==> src/rtl/vpu_pkg.sv <==
// Shared VPU definitions: datapath widths and the destination-port FSM state type.
package vpu_pkg;

    localparam int OPERAND_WIDTH   = 16;
    localparam int SRAM_ADDR_WIDTH = 10;

    typedef enum logic [1:0] {
        ST_IDLE  = 2'd0,
        ST_RUN   = 2'd1,
        ST_DRAIN = 2'd2,
        ST_DONE  = 2'd3
    } dst_state_e;

endpackage

==> src/rtl/vpu_dst_fifo.sv <==
// Result buffer for the destination port: small synchronous FIFO with
// show-ahead head output, extra-bit pointers for full/empty detection.
module vpu_dst_fifo #(
    parameter int WIDTH = 16,
    parameter int DEPTH = 4
) (
    input  logic             clk,
    input  logic             rst_n,
    input  logic             push_i,
    input  logic             pop_i,
    input  logic [WIDTH-1:0] data_i,
    output logic [WIDTH-1:0] data_o,
    output logic             full_o,
    output logic             empty_o
);

    localparam int PTR_W = $clog2(DEPTH);

    logic [PTR_W:0]     r_wr_ptr;
    logic [PTR_W:0]     r_rd_ptr;
    logic [WIDTH-1:0]   r_mem [DEPTH];
    logic               w_push;
    logic               w_pop;

    // Push into a full buffer or pop from an empty one is dropped.
    assign w_push  = push_i && !full_o;
    assign w_pop   = pop_i && !empty_o;

    assign empty_o = (r_wr_ptr == r_rd_ptr);
    assign full_o  = (r_wr_ptr[PTR_W] != r_rd_ptr[PTR_W]) &&
                     (r_wr_ptr[PTR_W-1:0] == r_rd_ptr[PTR_W-1:0]);
    assign data_o  = r_mem[r_rd_ptr[PTR_W-1:0]];

    // Pointer update; push and pop in the same cycle keep occupancy unchanged.
    always_ff @(posedge clk or negedge rst_n) begin
        if (!rst_n) begin
            r_wr_ptr <= '0;
            r_rd_ptr <= '0;
        end else begin
            if (w_push) begin
                r_wr_ptr <= r_wr_ptr + (PTR_W+1)'(1);
            end
            if (w_pop) begin
                r_rd_ptr <= r_rd_ptr + (PTR_W+1)'(1);
            end
        end
    end

    // Storage is cleared on reset so the head output reads zero while idle.
    always_ff @(posedge clk or negedge rst_n) begin
        if (!rst_n) begin
            for (int i = 0; i < DEPTH; i++) begin
                r_mem[i] <= '0;
            end
        end else if (w_push) begin
            r_mem[r_wr_ptr[PTR_W-1:0]] <= data_i;
        end
    end

endmodule

==> src/rtl/vpu_dst_port.sv <==
// VPU destination port: buffers ALU results and streams them to SRAM at
// consecutive addresses starting from a latched base, for a latched count.
module vpu_dst_port
    import vpu_pkg::*;
#(
    parameter int FIFO_DEPTH = 4,
    parameter int LEN_WIDTH  = 16
) (
    input  logic                       clk,
    input  logic                       rst_n,
    input  logic                       start_i,
    input  logic [SRAM_ADDR_WIDTH-1:0] dst_addr_i,
    input  logic [LEN_WIDTH-1:0]       len_i,
    input  logic [OPERAND_WIDTH-1:0]   result_i,
    input  logic                       result_valid_i,
    output logic                       result_ready_o,
    output logic                       sram_w_en_o,
    output logic [SRAM_ADDR_WIDTH-1:0] sram_w_addr_o,
    output logic [OPERAND_WIDTH-1:0]   sram_w_data_o,
    input  logic                       sram_w_ready_i,
    output logic                       busy_o,
    output logic                       done_o
);

    dst_state_e                 r_state;
    logic                       r_busy;
    logic                       r_done;
    logic [SRAM_ADDR_WIDTH-1:0] r_base;
    logic [LEN_WIDTH-1:0]       r_len;
    logic [LEN_WIDTH-1:0]       r_acc_cnt;
    logic [LEN_WIDTH-1:0]       r_wr_cnt;

    logic                       w_full;
    logic                       w_empty;
    logic                       w_ready;
    logic                       w_push;
    logic                       w_wen;
    logic                       w_pop;
    logic                       w_acc_last;
    logic                       w_wr_last;
    logic [OPERAND_WIDTH-1:0]   w_head;

    // Ready is built only from registered state, never from the SRAM handshake.
    assign w_ready    = (r_state == ST_RUN) && !w_full && (r_acc_cnt < r_len);
    assign w_push     = result_valid_i && w_ready;
    assign w_wen      = ((r_state == ST_RUN) || (r_state == ST_DRAIN)) && !w_empty;
    assign w_pop      = w_wen && sram_w_ready_i;
    assign w_acc_last = (LEN_WIDTH'(r_acc_cnt + LEN_WIDTH'(1)) == r_len);
    assign w_wr_last  = (LEN_WIDTH'(r_wr_cnt + LEN_WIDTH'(1)) == r_len);

    assign result_ready_o = w_ready;
    assign sram_w_en_o    = w_wen;
    assign sram_w_data_o  = w_head;
    assign sram_w_addr_o  = r_base + SRAM_ADDR_WIDTH'(r_wr_cnt);
    assign busy_o         = r_busy;
    assign done_o         = r_done;

    vpu_dst_fifo #(
        .WIDTH (OPERAND_WIDTH),
        .DEPTH (FIFO_DEPTH)
    ) u_fifo (
        .clk     (clk),
        .rst_n   (rst_n),
        .push_i  (w_push),
        .pop_i   (w_pop),
        .data_i  (result_i),
        .data_o  (w_head),
        .full_o  (w_full),
        .empty_o (w_empty)
    );

    // Control FSM; busy/done are registered together with the state.
    always_ff @(posedge clk or negedge rst_n) begin
        if (!rst_n) begin
            r_state <= ST_IDLE;
            r_busy  <= 1'b0;
            r_done  <= 1'b0;
        end else begin
            case (r_state)
                ST_IDLE: begin
                    if (start_i) begin
                        r_state <= ST_RUN;
                        r_busy  <= 1'b1;
                        r_done  <= 1'b0;
                    end else begin
                        r_state <= ST_IDLE;
                        r_busy  <= 1'b0;
                        r_done  <= 1'b0;
                    end
                end
                ST_RUN: begin
                    if (r_acc_cnt == r_len) begin
                        // Only reachable with a zero length: nothing to write.
                        r_state <= w_empty ? ST_DONE : ST_DRAIN;
                        r_done  <= w_empty;
                    end else if (w_push && w_acc_last) begin
                        // Final result just accepted; buffer holds at least it.
                        r_state <= ST_DRAIN;
                        r_done  <= 1'b0;
                    end else begin
                        r_state <= ST_RUN;
                        r_done  <= 1'b0;
                    end
                    r_busy <= 1'b1;
                end
                ST_DRAIN: begin
                    if ((w_pop && w_wr_last) || w_empty) begin
                        r_state <= ST_DONE;
                        r_done  <= 1'b1;
                    end else begin
                        r_state <= ST_DRAIN;
                        r_done  <= 1'b0;
                    end
                    r_busy <= 1'b1;
                end
                ST_DONE: begin
                    r_state <= ST_IDLE;
                    r_busy  <= 1'b0;
                    r_done  <= 1'b0;
                end
                default: begin
                    r_state <= ST_IDLE;
                    r_busy  <= 1'b0;
                    r_done  <= 1'b0;
                end
            endcase
        end
    end

    // Transaction context: base/length latched on start, accept/write counters.
    always_ff @(posedge clk or negedge rst_n) begin
        if (!rst_n) begin
            r_base    <= '0;
            r_len     <= '0;
            r_acc_cnt <= '0;
            r_wr_cnt  <= '0;
        end else if ((r_state == ST_IDLE) && start_i) begin
            r_base    <= dst_addr_i;
            r_len     <= len_i;
            r_acc_cnt <= '0;
            r_wr_cnt  <= '0;
        end else begin
            if (w_push) begin
                r_acc_cnt <= r_acc_cnt + LEN_WIDTH'(1);
            end
            if (w_pop) begin
                r_wr_cnt <= r_wr_cnt + LEN_WIDTH'(1);
            end
        end
    end

endmodule

==> config.mk <==
export PLATFORM = sky130hd
export DESIGN_NAME = vpu_dst_port
export DESIGN_NICKNAME = d
export VERILOG_FILES = /design/src/rtl/vpu_pkg.sv /design/src/rtl/vpu_dst_fifo.sv /design/src/rtl/vpu_dst_port.sv
export SDC_FILE = /design/constraint.sdc
export NUM_CORES = 1
export LEC_CHECK = 0
export CAP_MARGIN = 20
export CORE_MARGIN = 2
export CORE_UTILIZATION = 45
export DETAILED_ROUTE_END_ITERATION = 6
export PLACE_DENSITY = 0.68
export SYNTH_ARGS = -nofsm -noshare
export SYNTH_HDL_FRONTEND = slang
export SYNTH_SLANG_ARGS = --single-unit
==> constraint.sdc <==
create_clock -name clk -period 6.3 [get_ports clk]
set_input_delay 1.26 -clock clk [delete_from_list [all_inputs] [get_ports clk]]
set_output_delay 1.26 -clock clk [all_outputs]
set_load 0.01 [all_outputs]
==> report_table.html <==
<table>
<tr><th>Metric</th><th>Value</th></tr>
<tr><th colspan="2">Clocking</th></tr>
<tr><td>Number of hold buffers added after CTS</td><td>0</td></tr>
<tr><td>Clock-pin slew of the registers on the worst-case setup and hold paths</td><td>~60 ps</td></tr>
<tr><td>Number of buffers inserted during clock tree synthesis</td><td>17</td></tr>
<tr><td>Number of H-tree branching levels</td><td>4</td></tr>
<tr><td>Cell at the root of the clock tree</td><td>sky130_fd_sc_hd__clkbuf_16</td></tr>
<tr><td>Worst-skew pair later-pin latency</td><td>approximately 430 ps</td></tr>
<tr><td>Post-CTS Setup Inserts</td><td>0</td></tr>
<tr><td>Number of buffers on the longest clock path</td><td>2</td></tr>
<tr><td>Post_cts resized</td><td>0</td></tr>
<tr><td>Sink Count</td><td>132</td></tr>
<tr><td>TritonCTS clock tree</td><td>done</td></tr>
<tr><th colspan="2">Power</th></tr>
<tr><td>Power density cells</td><td>479 nW/um^2</td></tr>
<tr><td>Maximum vdd ir drop</td><td>0.229 mV</td></tr>
<tr><td>Static Leakage</td><td>roughly 0.0038 uW</td></tr>
<tr><th colspan="2">Global route</th></tr>
<tr><td>Vias in the first global route</td><td>5700</td></tr>
<tr><td>Global-route wire length before repair</td><td>29100 um</td></tr>
<tr><td>Gr usage total</td><td>0.210</td></tr>
<tr><td>GRT Residual Overflow</td><td>0</td></tr>
<tr><td>Maximum number of pins on one net before global-route repair</td><td>77</td></tr>
<tr><td>Initial antenna violation count</td><td>0</td></tr>
<tr><th colspan="2">Drt</th></tr>
<tr><td>Pre-Repair DR Iteration Count</td><td>5</td></tr>
<tr><td>Number of vias per cell</td><td>5.49</td></tr>
<tr><td>DRT iter0 DRCs</td><td>~320</td></tr>
<tr><td>Total number of vias</td><td>about 5400</td></tr>
<tr><td>Detail Route Antenna Nets</td><td>0</td></tr>
<tr><td>DRC errors left</td><td>0</td></tr>
<tr><td>Wirelength, routed</td><td>between 15000 and 20000 um</td></tr>
<tr><td>DR WL/cell</td><td>17.4 um</td></tr>
<tr><th colspan="2">Flow run</th></tr>
<tr><td>Max-cap check violation count</td><td>0</td></tr>
<tr><th colspan="2">Critical path</th></tr>
<tr><td>CP bufs+invs</td><td>2</td></tr>
<tr><td>Critical path arrival</td><td>between 3000 and 4000 ps</td></tr>
<tr><td>Kind of critical path</td><td>reg2out</td></tr>
<tr><td>Biggest cell delay along the critical path</td><td>550 ps</td></tr>
<tr><td>Most used cell along the critical path</td><td>sky130_fd_sc_hd__o21ai_0</td></tr>
<tr><td>Critical Path Fanout Max</td><td>6</td></tr>
<tr><td>Crit-path cells</td><td>ha_1 -&gt; inv_1 -&gt; fa_1 -&gt; nor2b_1 -&gt; o21ai_0 -&gt; a21boi_1 -&gt; o21ai_0 -&gt; nand2b_1 -&gt; a21o_1 -&gt; a21oi_1 -&gt; xnor2_1 -&gt; clkdlybuf4s50_1</td></tr>
<tr><td>Slowest CP cell</td><td>sky130_fd_sc_hd__clkdlybuf4s50_1</td></tr>
<tr><td>Type of destination of the critical path</td><td>output pin</td></tr>
<tr><td>Data required time of the critical path</td><td>about 5000 ps</td></tr>
<tr><td>Startpoint kind of the worst setup timing path</td><td>flop</td></tr>
<tr><td>CP top delay family</td><td>compound AO/OA/AOI/OAI gates</td></tr>
<tr><th colspan="2">Floorplanning</th></tr>
<tr><td>Count of boundary I/O pins</td><td>77</td></tr>
<tr><td>Effective utilization at floorplan</td><td>0.462</td></tr>
<tr><td>Row count</td><td>46</td></tr>
<tr><td>Die footprint</td><td>17500 um^2</td></tr>
<tr><td>Die Height</td><td>132 um</td></tr>
<tr><td>Horizontal extent of the die</td><td>132 um</td></tr>
<tr><td>Placeable core region</td><td>~16000 um^2</td></tr>
<tr><th colspan="2">Synthesis</th></tr>
<tr><td>Number of storage elements in the synthesis netlist</td><td>132</td></tr>
<tr><td>Most frequently used flop master after synthesis</td><td>sky130_fd_sc_hd__dfrtp_1</td></tr>
<tr><td>Sequential cell area fraction in the yosys report</td><td>0.447</td></tr>
<tr><td>Asr flop ratio synth</td><td>1.00</td></tr>
<tr><td>Count of flip-flops with a built-in enable after synthesis</td><td>0</td></tr>
<tr><td>Leading cell types by total area after synthesis</td><td>sky130_fd_sc_hd__dfrtp_1 45%, sky130_fd_sc_hd__mux2_1 9.7%, sky130_fd_sc_hd__ha_1 6.3%</td></tr>
<tr><td>Cell count after synthesis</td><td>683</td></tr>
<tr><td>Net count after synthesis</td><td>768</td></tr>
<tr><td>Post-synth top area cell</td><td>sky130_fd_sc_hd__dfrtp_1</td></tr>
<tr><td>Distinct cell type count of the synthesized netlist</td><td>50</td></tr>
<tr><td>Area share of the largest cell type after synthesis</td><td>0.447</td></tr>
<tr><td>Post-Synthesis Cell Area</td><td>7400 um^2</td></tr>
<tr><td>Syn. warnings</td><td>0</td></tr>
<tr><td>Average size of a mapped cell</td><td>between 10 and 15 um^2</td></tr>
<tr><th colspan="2">Final layout</th></tr>
<tr><td>Antenna cell count</td><td>0</td></tr>
<tr><td>Most common library cell in the layout ignoring fill and taps</td><td>sky130_fd_sc_hd__dfrtp_1</td></tr>
<tr><td>Relative area change from synthesis to final layout</td><td>20.9%</td></tr>
<tr><td>Util after Layout</td><td>0.559</td></tr>
<tr><td>Area used by sequential logic in the layout</td><td>3300 um^2</td></tr>
<tr><td>Fraction of final layout cells with drive strength greater than 1</td><td>0.0876</td></tr>
<tr><td>Filler Cell Count</td><td>1381</td></tr>
<tr><td>Final net count</td><td>837</td></tr>
<tr><td>Highest-count cells in the layout ignoring fill and taps</td><td>132 x sky130_fd_sc_hd__dfrtp_1, 75 x sky130_fd_sc_hd__clkdlybuf4s50_1, 64 x sky130_fd_sc_hd__mux2_1, 59 x sky130_fd_sc_hd__nand2_1, 51 x sky130_fd_sc_hd__xnor2_1</td></tr>
<tr><td>Total area of multi-input combinational cells</td><td>3850 um^2</td></tr>
<tr><th colspan="2">STA</th></tr>
<tr><td>Portion of the clock cycle consumed by the worst path in the final layout</td><td>0.697</td></tr>
<tr><td>Aggregate negative setup slack</td><td>0 ps</td></tr>
<tr><td>Actual transition at the worst max-transition pin</td><td>1010 ps</td></tr>
<tr><td>Final hold viol count</td><td>0</td></tr>
<tr><td>Achievable frequency</td><td>~230 MHz</td></tr>
<tr><td>Min Tclk post-route</td><td>between 4000 and 5000 ps</td></tr>
<tr><td>Number of pins exceeding their max-slew limit in the final report</td><td>0</td></tr>
<tr><td>Worst Skew</td><td>11.1 ps</td></tr>
<tr><td>Normalized max-slew margin</td><td>0.306</td></tr>
<tr><td>Final setup violating endpoints</td><td>0</td></tr>
<tr><td>RSZ-0062 raised after global routing</td><td>no</td></tr>
<tr><th colspan="2">Placement</th></tr>
<tr><td>DP Wirelength</td><td>12100 um</td></tr>
<tr><td>Port buffer count</td><td>76</td></tr>
<tr><td>Weighted congestion reported at the end of routability-driven placement</td><td>0.909</td></tr>
<tr><th colspan="2">Hold path</th></tr>
<tr><td>Hold crit path type</td><td>reg2reg</td></tr>
<tr><th colspan="2">Status</th></tr>
<tr><td>Run status</td><td>finished clean</td></tr>
</table>
## area by class of cell
type | count | share of cell area
clock buffer | 19 | 0.0484
clock inverter | 13 | 0.0206
inverter | 31 | 0.0130
multi-input combinational | 491 | 0.431
sequential | 132 | 0.369
tap | 216 | 0.0302
timing repair buffer | 79 | 0.0873
## kinds of logic (layout without fill, tap and decap cells)
logic type                 Yosys count  after routing  share of synthesized area
buffers and inverters               60            142                     0.0326
and+or+nand+nor                    190            190                      0.125
xor gates and xnor gates            81             81                     0.0959
adders and majority gates           38             38                     0.0653
DFF                                132            132                      0.447
AOI/OAI and AO/OA                   90             90                     0.0704
muxes                               92             92                      0.164
## per-layer routing
metal	vias to the layer above	wire length, um	part of all wire	track usage
met5	-	0	0	0
met4	0	354	0.021	0.0842
met3	23	675	0.040	0.0500
met2	125	8130	0.48	0.339
met1	2694	7860	0.46	0.274
li1	2543	-	-	-
## state kept, by name, indices dropped and copies added (netlist names), named ones only
| register | flops |
|---|---|
| busy_o | 1 |
| done_o | 1 |
| r_acc_cnt | 16 |
| r_base | 10 |
| r_len | 16 |
| r_state | 1 |
| r_wr_cnt | 16 |
| u_fifo.r_mem | 64 |
| u_fifo.r_rd_ptr | 3 |
| u_fifo.r_wr_ptr | 3 |
## path summary, 6_finish.rpt
kind,start,end,slack [ps],depth (start not counted)
hold reg to reg,u_fifo.r_mem[22]$_DFFE_PN0P_,u_fifo.r_mem[22]$_DFFE_PN0P_,490,1
setup reg to reg,u_fifo.r_rd_ptr[1]$_DFFE_PN0P_,u_fifo.r_mem[3]$_DFFE_PN0P_,2650,7
max in group asynchronous,rst_n,u_fifo.r_mem[57]$_DFFE_PN0P_,4010,2
hold / removal,u_fifo.r_mem[22]$_DFFE_PN0P_,u_fifo.r_mem[22]$_DFFE_PN0P_,490,1
min in group asynchronous,rst_n,u_fifo.r_mem[45]$_DFFE_PN0P_,990,1
setup / recovery,r_wr_cnt[0]$_DFFE_PN0P_,sram_w_addr_o[8],1910,12
## through the flow
step | cell area, um^2 | setup WS, ps | cells | hold slack, ps | power (uW)
2_1_floorplan | 7400 | 3040 | 683 | 459 | 2560
3_3_place_gp | 8320 | 2410 | 949 | 468 | 3180
3_5_place_dp | 8320 | 2360 | 949 | 479 | 3260
4_1_cts | 8940 | 1890 | 981 | 492 | 4320
5_1_grt | 8940 | 1690 | 981 | 506 | 4570
6_report | 8940 | 1910 | 981 | 486 | 4280
## synthesized netlist by cell type, types with 2 or more instances
| cell type | n |
|---|---|
| sky130_fd_sc_hd__a2111oi_0 | 3 |
| sky130_fd_sc_hd__a21o_1 | 6 |
| sky130_fd_sc_hd__a21oi_1 | 28 |
| sky130_fd_sc_hd__and2_1 | 3 |
| sky130_fd_sc_hd__and3_1 | 3 |
| sky130_fd_sc_hd__buf_2 | 13 |
| sky130_fd_sc_hd__clkbuf_1 | 15 |
| sky130_fd_sc_hd__dfrtp_1 | 132 |
| sky130_fd_sc_hd__ha_1 | 37 |
| sky130_fd_sc_hd__inv_1 | 31 |
| sky130_fd_sc_hd__mux2_1 | 64 |
| sky130_fd_sc_hd__mux2_2 | 11 |
| sky130_fd_sc_hd__mux4_2 | 16 |
| sky130_fd_sc_hd__nand2_1 | 59 |
| sky130_fd_sc_hd__nand2_2 | 4 |
| sky130_fd_sc_hd__nand2b_1 | 3 |
| sky130_fd_sc_hd__nand3_1 | 20 |
| sky130_fd_sc_hd__nand3b_1 | 2 |
| sky130_fd_sc_hd__nand4_1 | 12 |
| sky130_fd_sc_hd__nor2_1 | 44 |
| sky130_fd_sc_hd__nor2b_1 | 3 |
| sky130_fd_sc_hd__nor3_1 | 9 |
| sky130_fd_sc_hd__nor4_1 | 5 |
| sky130_fd_sc_hd__o211ai_1 | 5 |
| sky130_fd_sc_hd__o21ai_0 | 33 |
| sky130_fd_sc_hd__o21ai_1 | 3 |
| sky130_fd_sc_hd__o22ai_1 | 3 |
| sky130_fd_sc_hd__or3_1 | 12 |
| sky130_fd_sc_hd__or3b_1 | 2 |
| sky130_fd_sc_hd__or4_1 | 3 |
| sky130_fd_sc_hd__xnor2_1 | 51 |
| sky130_fd_sc_hd__xor2_1 | 30 |
## power breakdown
| part | total, uW | switching, uW | internal (uW) | leakage [uW] |
|---|---|---|---|---|
| Clock | 1040 | 376 | 661 | 0.000293 |
| Sequential | 1470 | 288 | 1180 | 0.00165 |
| Combinational | 1770 | 809 | 962 | 0.00184 |
| Total | 4280 | 1470 | 2810 | 0.00378 |
No activity file was read; power rests on OpenSTA's default activity.
